File: src/rtl/cmd_seq_pkg.sv
// Shared opcodes, status bytes, FSM states and frame geometry for the command sequencer.
package cmd_seq_pkg;

    localparam logic [7:0] OP_SET_ADDR  = 8'h01;
    localparam logic [7:0] OP_SET_WDATA = 8'h02;
    localparam logic [7:0] OP_WRITE     = 8'h03;
    localparam logic [7:0] OP_READ      = 8'h04;
    localparam logic [7:0] OP_GET_ADDR  = 8'h05;

    localparam logic [7:0] ST_ACK     = 8'h00;
    localparam logic [7:0] ST_BADOP   = 8'hEE;
    localparam logic [7:0] ST_TIMEOUT = 8'hE1;

    localparam int FRAME_LEN = 5;

    typedef enum logic [1:0] {
        IDLE     = 2'd0,
        EXEC     = 2'd1,
        WAIT_MEM = 2'd2,
        RESP     = 2'd3
    } state_t;

    // Single-byte responses ride in the top byte so the serializer always shifts MSB first.
    function automatic logic [31:0] status_word(input logic [7:0] status);
        return {status, 24'h000000};
    endfunction

endpackage

File: src/rtl/cmd_sequencer_resp_serializer.sv
// Shifts out 1..4 loaded bytes MSB first; one byte per strobe, strobes never back to back.
// Waits while tx_ready is low; done pulses with the final strobe.
module resp_serializer (
    input  logic        clk,
    input  logic        reset,
    input  logic        load,
    input  logic [31:0] load_data,
    input  logic [2:0]  load_count,
    input  logic        tx_ready,
    output logic        tx_strb,
    output logic [7:0]  tx_data,
    output logic        done
);

    logic [31:0] shreg;
    logic [2:0]  left;

    always_ff @(posedge clk) begin
        if (reset) begin
            shreg   <= '0;
            left    <= '0;
            tx_strb <= 1'b0;
            tx_data <= '0;
        end else if (load) begin
            shreg   <= load_data;
            left    <= load_count;
            tx_strb <= 1'b0;
        end else if (tx_strb) begin
            tx_strb <= 1'b0;
        end else if (left != 3'd0 && tx_ready) begin
            tx_strb <= 1'b1;
            tx_data <= shreg[31:24];
            shreg   <= {shreg[23:0], 8'h00};
            left    <= left - 3'd1;
        end
    end

    assign done = tx_strb && (left == 3'd0);

endmodule

File: src/rtl/cmd_sequencer.sv
// Assembles 5-byte command frames, runs one memory transaction or register update, answers on tx.
// Response starts >=3 cycles after the last byte; bytes received while busy are dropped with err_strb.
module cmd_sequencer
    import cmd_seq_pkg::*;
#(
    parameter int FRAME_TO = 65535,
    parameter int MEM_TO   = 1023
) (
    input  logic        clk,
    input  logic        reset,
    input  logic        rx_strb,
    input  logic [7:0]  rx_data,
    input  logic        tx_ready,
    output logic        tx_strb,
    output logic [7:0]  tx_data,
    output logic        mem_start,
    output logic        mem_we,
    output logic [31:0] mem_addr,
    output logic [31:0] mem_wdata,
    input  logic        mem_done,
    input  logic [31:0] mem_rdata,
    output logic        busy,
    output logic        err_strb
);

    state_t      state;
    logic [39:0] frame;
    logic [2:0]  byte_cnt;
    logic [15:0] frame_tmr;
    logic [9:0]  mem_tmr;
    logic [31:0] addr_reg;
    logic [31:0] wdata_reg;
    logic [31:0] resp_word;
    logic        ser_load;
    logic [2:0]  ser_count;
    logic        ser_done;
    logic [7:0]  opcode;
    logic [31:0] operand;

    assign opcode    = frame[39:32];
    assign operand   = frame[31:0];
    assign mem_addr  = addr_reg;
    assign mem_wdata = wdata_reg;

    always_ff @(posedge clk) begin
        if (reset) begin
            state     <= IDLE;
            frame     <= '0;
            byte_cnt  <= '0;
            frame_tmr <= '0;
            mem_tmr   <= '0;
            addr_reg  <= '0;
            wdata_reg <= '0;
            resp_word <= '0;
            ser_load  <= 1'b0;
            ser_count <= '0;
            mem_start <= 1'b0;
            mem_we    <= 1'b0;
            busy      <= 1'b0;
            err_strb  <= 1'b0;
        end else begin
            ser_load  <= 1'b0;
            mem_start <= 1'b0;
            err_strb  <= rx_strb && (state != IDLE);
            case (state)
                IDLE: begin
                    if (rx_strb) begin
                        frame     <= {frame[31:0], rx_data};
                        frame_tmr <= '0;
                        if (byte_cnt == 3'(FRAME_LEN - 1)) begin
                            byte_cnt <= '0;
                            state    <= EXEC;
                            busy     <= 1'b1;
                        end else begin
                            byte_cnt <= byte_cnt + 3'd1;
                        end
                    end else if (byte_cnt == 3'd0) begin
                        frame_tmr <= '0;
                    end else if (frame_tmr == 16'(FRAME_TO - 1)) begin
                        byte_cnt  <= '0;
                        frame_tmr <= '0;
                    end else if (frame_tmr != 16'hFFFF) begin
                        frame_tmr <= frame_tmr + 16'd1;
                    end
                end
                EXEC: begin
                    mem_tmr <= '0;
                    case (opcode)
                        OP_SET_ADDR, OP_SET_WDATA: begin
                            if (opcode == OP_SET_ADDR) addr_reg <= operand;
                            else                       wdata_reg <= operand;
                            resp_word <= status_word(ST_ACK);
                            ser_count <= 3'd1;
                            ser_load  <= 1'b1;
                            state     <= RESP;
                        end
                        OP_WRITE, OP_READ: begin
                            mem_start <= 1'b1;
                            mem_we    <= (opcode == OP_WRITE);
                            state     <= WAIT_MEM;
                        end
                        OP_GET_ADDR: begin
                            resp_word <= addr_reg;
                            ser_count <= 3'd4;
                            ser_load  <= 1'b1;
                            state     <= RESP;
                        end
                        default: begin
                            resp_word <= status_word(ST_BADOP);
                            ser_count <= 3'd1;
                            ser_load  <= 1'b1;
                            err_strb  <= 1'b1;
                            state     <= RESP;
                        end
                    endcase
                end
                WAIT_MEM: begin
                    // resp_word doubles as the read-capture register.
                    if (mem_done) begin
                        resp_word <= mem_we ? status_word(ST_ACK) : mem_rdata;
                        ser_count <= mem_we ? 3'd1 : 3'd4;
                        ser_load  <= 1'b1;
                        state     <= RESP;
                    end else if (mem_tmr == 10'(MEM_TO - 1)) begin
                        resp_word <= status_word(ST_TIMEOUT);
                        ser_count <= 3'd1;
                        ser_load  <= 1'b1;
                        err_strb  <= 1'b1;
                        state     <= RESP;
                    end else begin
                        mem_tmr <= mem_tmr + 10'd1;
                    end
                end
                RESP: begin
                    if (ser_done) begin
                        state <= IDLE;
                        busy  <= 1'b0;
                    end
                end
                default: state <= IDLE;
            endcase
        end
    end

    resp_serializer u_ser (
        .clk        (clk),
        .reset      (reset),
        .load       (ser_load),
        .load_data  (resp_word),
        .load_count (ser_count),
        .tx_ready   (tx_ready),
        .tx_strb    (tx_strb),
        .tx_data    (tx_data),
        .done       (ser_done)
    );

endmodule

File: config.mk
export PLATFORM = sky130hd
export DESIGN_NAME = cmd_sequencer
export DESIGN_NICKNAME = d
export VERILOG_FILES = /design/src/rtl/cmd_seq_pkg.sv /design/src/rtl/cmd_sequencer_resp_serializer.sv /design/src/rtl/cmd_sequencer.sv
export SDC_FILE = /design/constraint.sdc
export NUM_CORES = 1
export LEC_CHECK = 0
export ABC_AREA = 1
export ABC_CLOCK_PERIOD_IN_PS = 2000
export CORE_MARGIN = 2
export CORE_UTILIZATION = 57
export DETAILED_ROUTE_END_ITERATION = 10
export DONT_BUFFER_PORTS = 1
export MAX_ROUTING_LAYER = met4
export PLACE_DENSITY = 0.71
export SLEW_MARGIN = 40
export SYNTH_ARGS = -nofsm -noshare
export SYNTH_HDL_FRONTEND = slang
export SYNTH_SLANG_ARGS = --single-unit
File: constraint.sdc
create_clock -name clk -period 2 [get_ports clk]
set_input_delay 0 -clock clk [delete_from_list [all_inputs] [get_ports clk]]
set_output_delay 0 -clock clk [all_outputs]
set_load 0.005 [all_outputs]
==> flow_summary.yaml <==
synth:
  synth-xor-area-share: 0.00192
  yosysWarnings: 0
  synth_top_area_cell: "dfxtp_1"
  synthMuxAreaShare: 0
  synth_top_family_by_area: "simple AND/OR/NAND/NOR gates"
  syn_area_sq_um: 9130
  synth.avg_cell_area_sq_um: 7.19
  synthTopCellsByArea: "dfxtp_1, nand2_1, nor2_1, a21oi_1, o21ai_0"
  synth-seq-cells: 218
  synthArstFlopShare: 0
  yosys-top-cells-count: "nand2_1, dfxtp_1, nor2_1"
  synth.most_common_cell: "nand2_1"
  synthFlopType: "dfxtp_1"
  synth.distinct_cells: 36
  seq_area_frac_synth: 0.478
  synthSimpleGateAreaFrac: 0.252
  synth-adder-area-share: 0.0164
  synth_nets: 1327
  synth_top_area_frac: 0.478
  syn_inst: 1270
  synth_compound_area_frac: 0.173
  synth_edf_count: 0
timing:
  hold_violations: 0
  grt_setup_unrepaired: "no"
  hold-worst-slack_ps: 26.1
  tightest_slew_ps: 594
  skew_ps: 20.1
  setup_tns_ps: 0
  setup_viol: 0
  clock.fmax_mhz: 535
  slew_headroom: 0.603
  finalCriticalPeriod_ps: 1870
  fin_crit_sh: 0.935
  slew_violations: 0
floorplanning:
  coreArea_sq_um: 15800
  initial_utilization: 0.579
  die_x_um: 131
  die-area_sq_um: 17000
  die_h_um: 131
  fp-row-count: 46
  num_io_pins: 122
critical_path:
  crit_arrival_ps: 2260
  endpoint_kind: "flop"
  critPathLaunchType: "flop"
  crit_type: "reg2reg"
  cp.required_ps: 2390
  path_max_fanout: 22
clock_tree:
  clock_path_buffers: 3
  clock_sinks: 218
  insertion_delay_ps: 510
  cts_buffers: 23
  path_clk_slew_ps: 60
  cts_tree: "done"
  root_buffer: "clkbuf_16"
  htreeDepth: 1
routing:
  ant_nets: 0
  vias: 8270
  wl_met3_um: 1900
  drt-initial-drc-count: 521
  first_pass_iters: 6
  wl_per_cell_um: 15.3
  dr.max_layer_used: "met4"
  drt_wl_total_um: 23300
  remaining_drc_errors: 0
  wl_met2_um: 10600
  wl_met1_um: 10300
  avgViaCountPerCell: 5.42
global_routing:
  antenna_found_initial: 1
  grtUsageTotal: 0.272
  grt-ovfl-total: 0
  grt_pass1_wl_um: 36600
  first_global_vias: 7247
  grt_max_degree: 99
power_and_ir_drop:
  p_leak_uw: 0.00410
  switching_share: 0.328
  p_sw_uw: 4230
  p_comb_frac: 0.244
  p_int_uw: 8650
  finalPower_uw: 12900
  seq_power_share: 0.430
  powerDensity_nw_per_um2: 1210
  p_clk_frac: 0.326
  max-vdd-ir-drop_mv: 0.781
cells_and_area:
  drive_gt1_frac: 0.0641
  finish.utilization: 0.674
  syn_to_final_growth_pct: 16.4
  design_area_sq_um: 10600
  layout.nets: 1352
placement:
  portBuffers: 0
  place_hpwl_um: 15400
  gp_congestion: 0.888
  placed_area_sq_um: 9320
run_status:
  status: "completed"
job:
  drv_cap: 0
min_path:
  hold_class: "in2reg"
-- worst max-delay path: stages, from the launching register on --
cell     delay, ps
dfxtp_2        340
inv_1           80
ha_1           160
buf_4          150
inv_1           70
nor2_2         120
nand2_4         90
inv_4          120
nor2_8          60
buf_12         150
buf_12         150
a21oi_1        170
nor2_1          80
-- kinds of logic (layout without fill, tap and decap cells) --
family / count (synthesis) / count (layout)
buffers and inverters: 179 / 217
other: 0 / 1
DFF: 218 / 218
AOI/OAI and AO/OA: 291 / 291
adders and majority gates: 12 / 12
xor gates and xnor gates: 2 / 2
and+or+nand+nor: 568 / 570
-- routing by layer --
| metal | GRT usage | vias up |
|---|---|---|
| li1 | - | 4186 |
| met1 | 0.364 | 3743 |
| met2 | 0.416 | 284 |
| met3 | 0.0664 | 57 |
| met4 | 0.0713 | 0 |
| met5 | - | - |
-- layout make-up --
cell class	count	area [sq um]
Inverter	108	408
Clock inverter	4	52.6
Sequential cell	218	4370
Antenna cell	1	2.50
Clock buffer	36	694
Fill cell	1386	5140
Multi-Input combinational cell	875	4110
Timing Repair Buffer	69	721
Tap cell	216	270
-- what timing repair did --
action / CTS / global route
endpoints found under the hold margin: 150 / 0
gates resized for setup: 0 / 10
setup endpoints to repair: 0 / 35
buffers inserted: 0 / 3
hold buffers: 44 / 0
-- worst paths after layout --
path                                     from  slack (ps)  depth (start not counted)            end
worst min register to register  u_ser.left[0]         440                          1  u_ser.left[0]
worst min-delay path            mem_rdata[24]          30                          4  resp_word[24]
worst max-delay path                 state[0]         130                         12   resp_word[4]
worst max register to register       state[0]         130                         12   resp_word[4]
-- cell usage in the layout, fill, tap and decap left out, drive strengths merged, types with 2 or more instances in the layout --
master,count
nand3,42
nand3b,2
buf,26
dfxtp,218
dlygate4sd3,43
nand2,284
nor3,3
xor2,2
nor2,221
a21oi,102
clkinv,3
nand4,13
inv,108
a31oi,25
o21ai,129
clkbuf,36
o22ai,2
a211oi,31
ha,12
-- stage by stage --
stage / instances / worst slack, ps
CTS: 1521 / 23.2
floorplan: 1270 / 270
global placement: 1437 / 123
finish: 1527 / 130
detailed placement: 1437 / 68.6
global route: 1527 / 14.8
-- sequential cells by signal (all words and copies together) (netlist names), 3 cells and up --
| name | count |
|---|---|
| byte_cnt | 3 |
| frame | 40 |
| frame_tmr | 16 |
| mem_addr | 32 |
| mem_tmr | 10 |
| mem_wdata | 32 |
| resp_word | 32 |
| u_ser.left | 3 |
| u_ser.shreg | 32 |
| u_ser.tx_data | 8 |
-- power groups by stage --
stage	clock network, uW	registers, uW	logic [uW]
floorplan	0	5420	2240
global placement	0	5610	2710
global route	4460	5620	3560
CTS	4250	5530	2880
finish	4190	5540	3150
detailed placement	0	5610	2760
No activity file was read; power rests on OpenSTA's default activity.
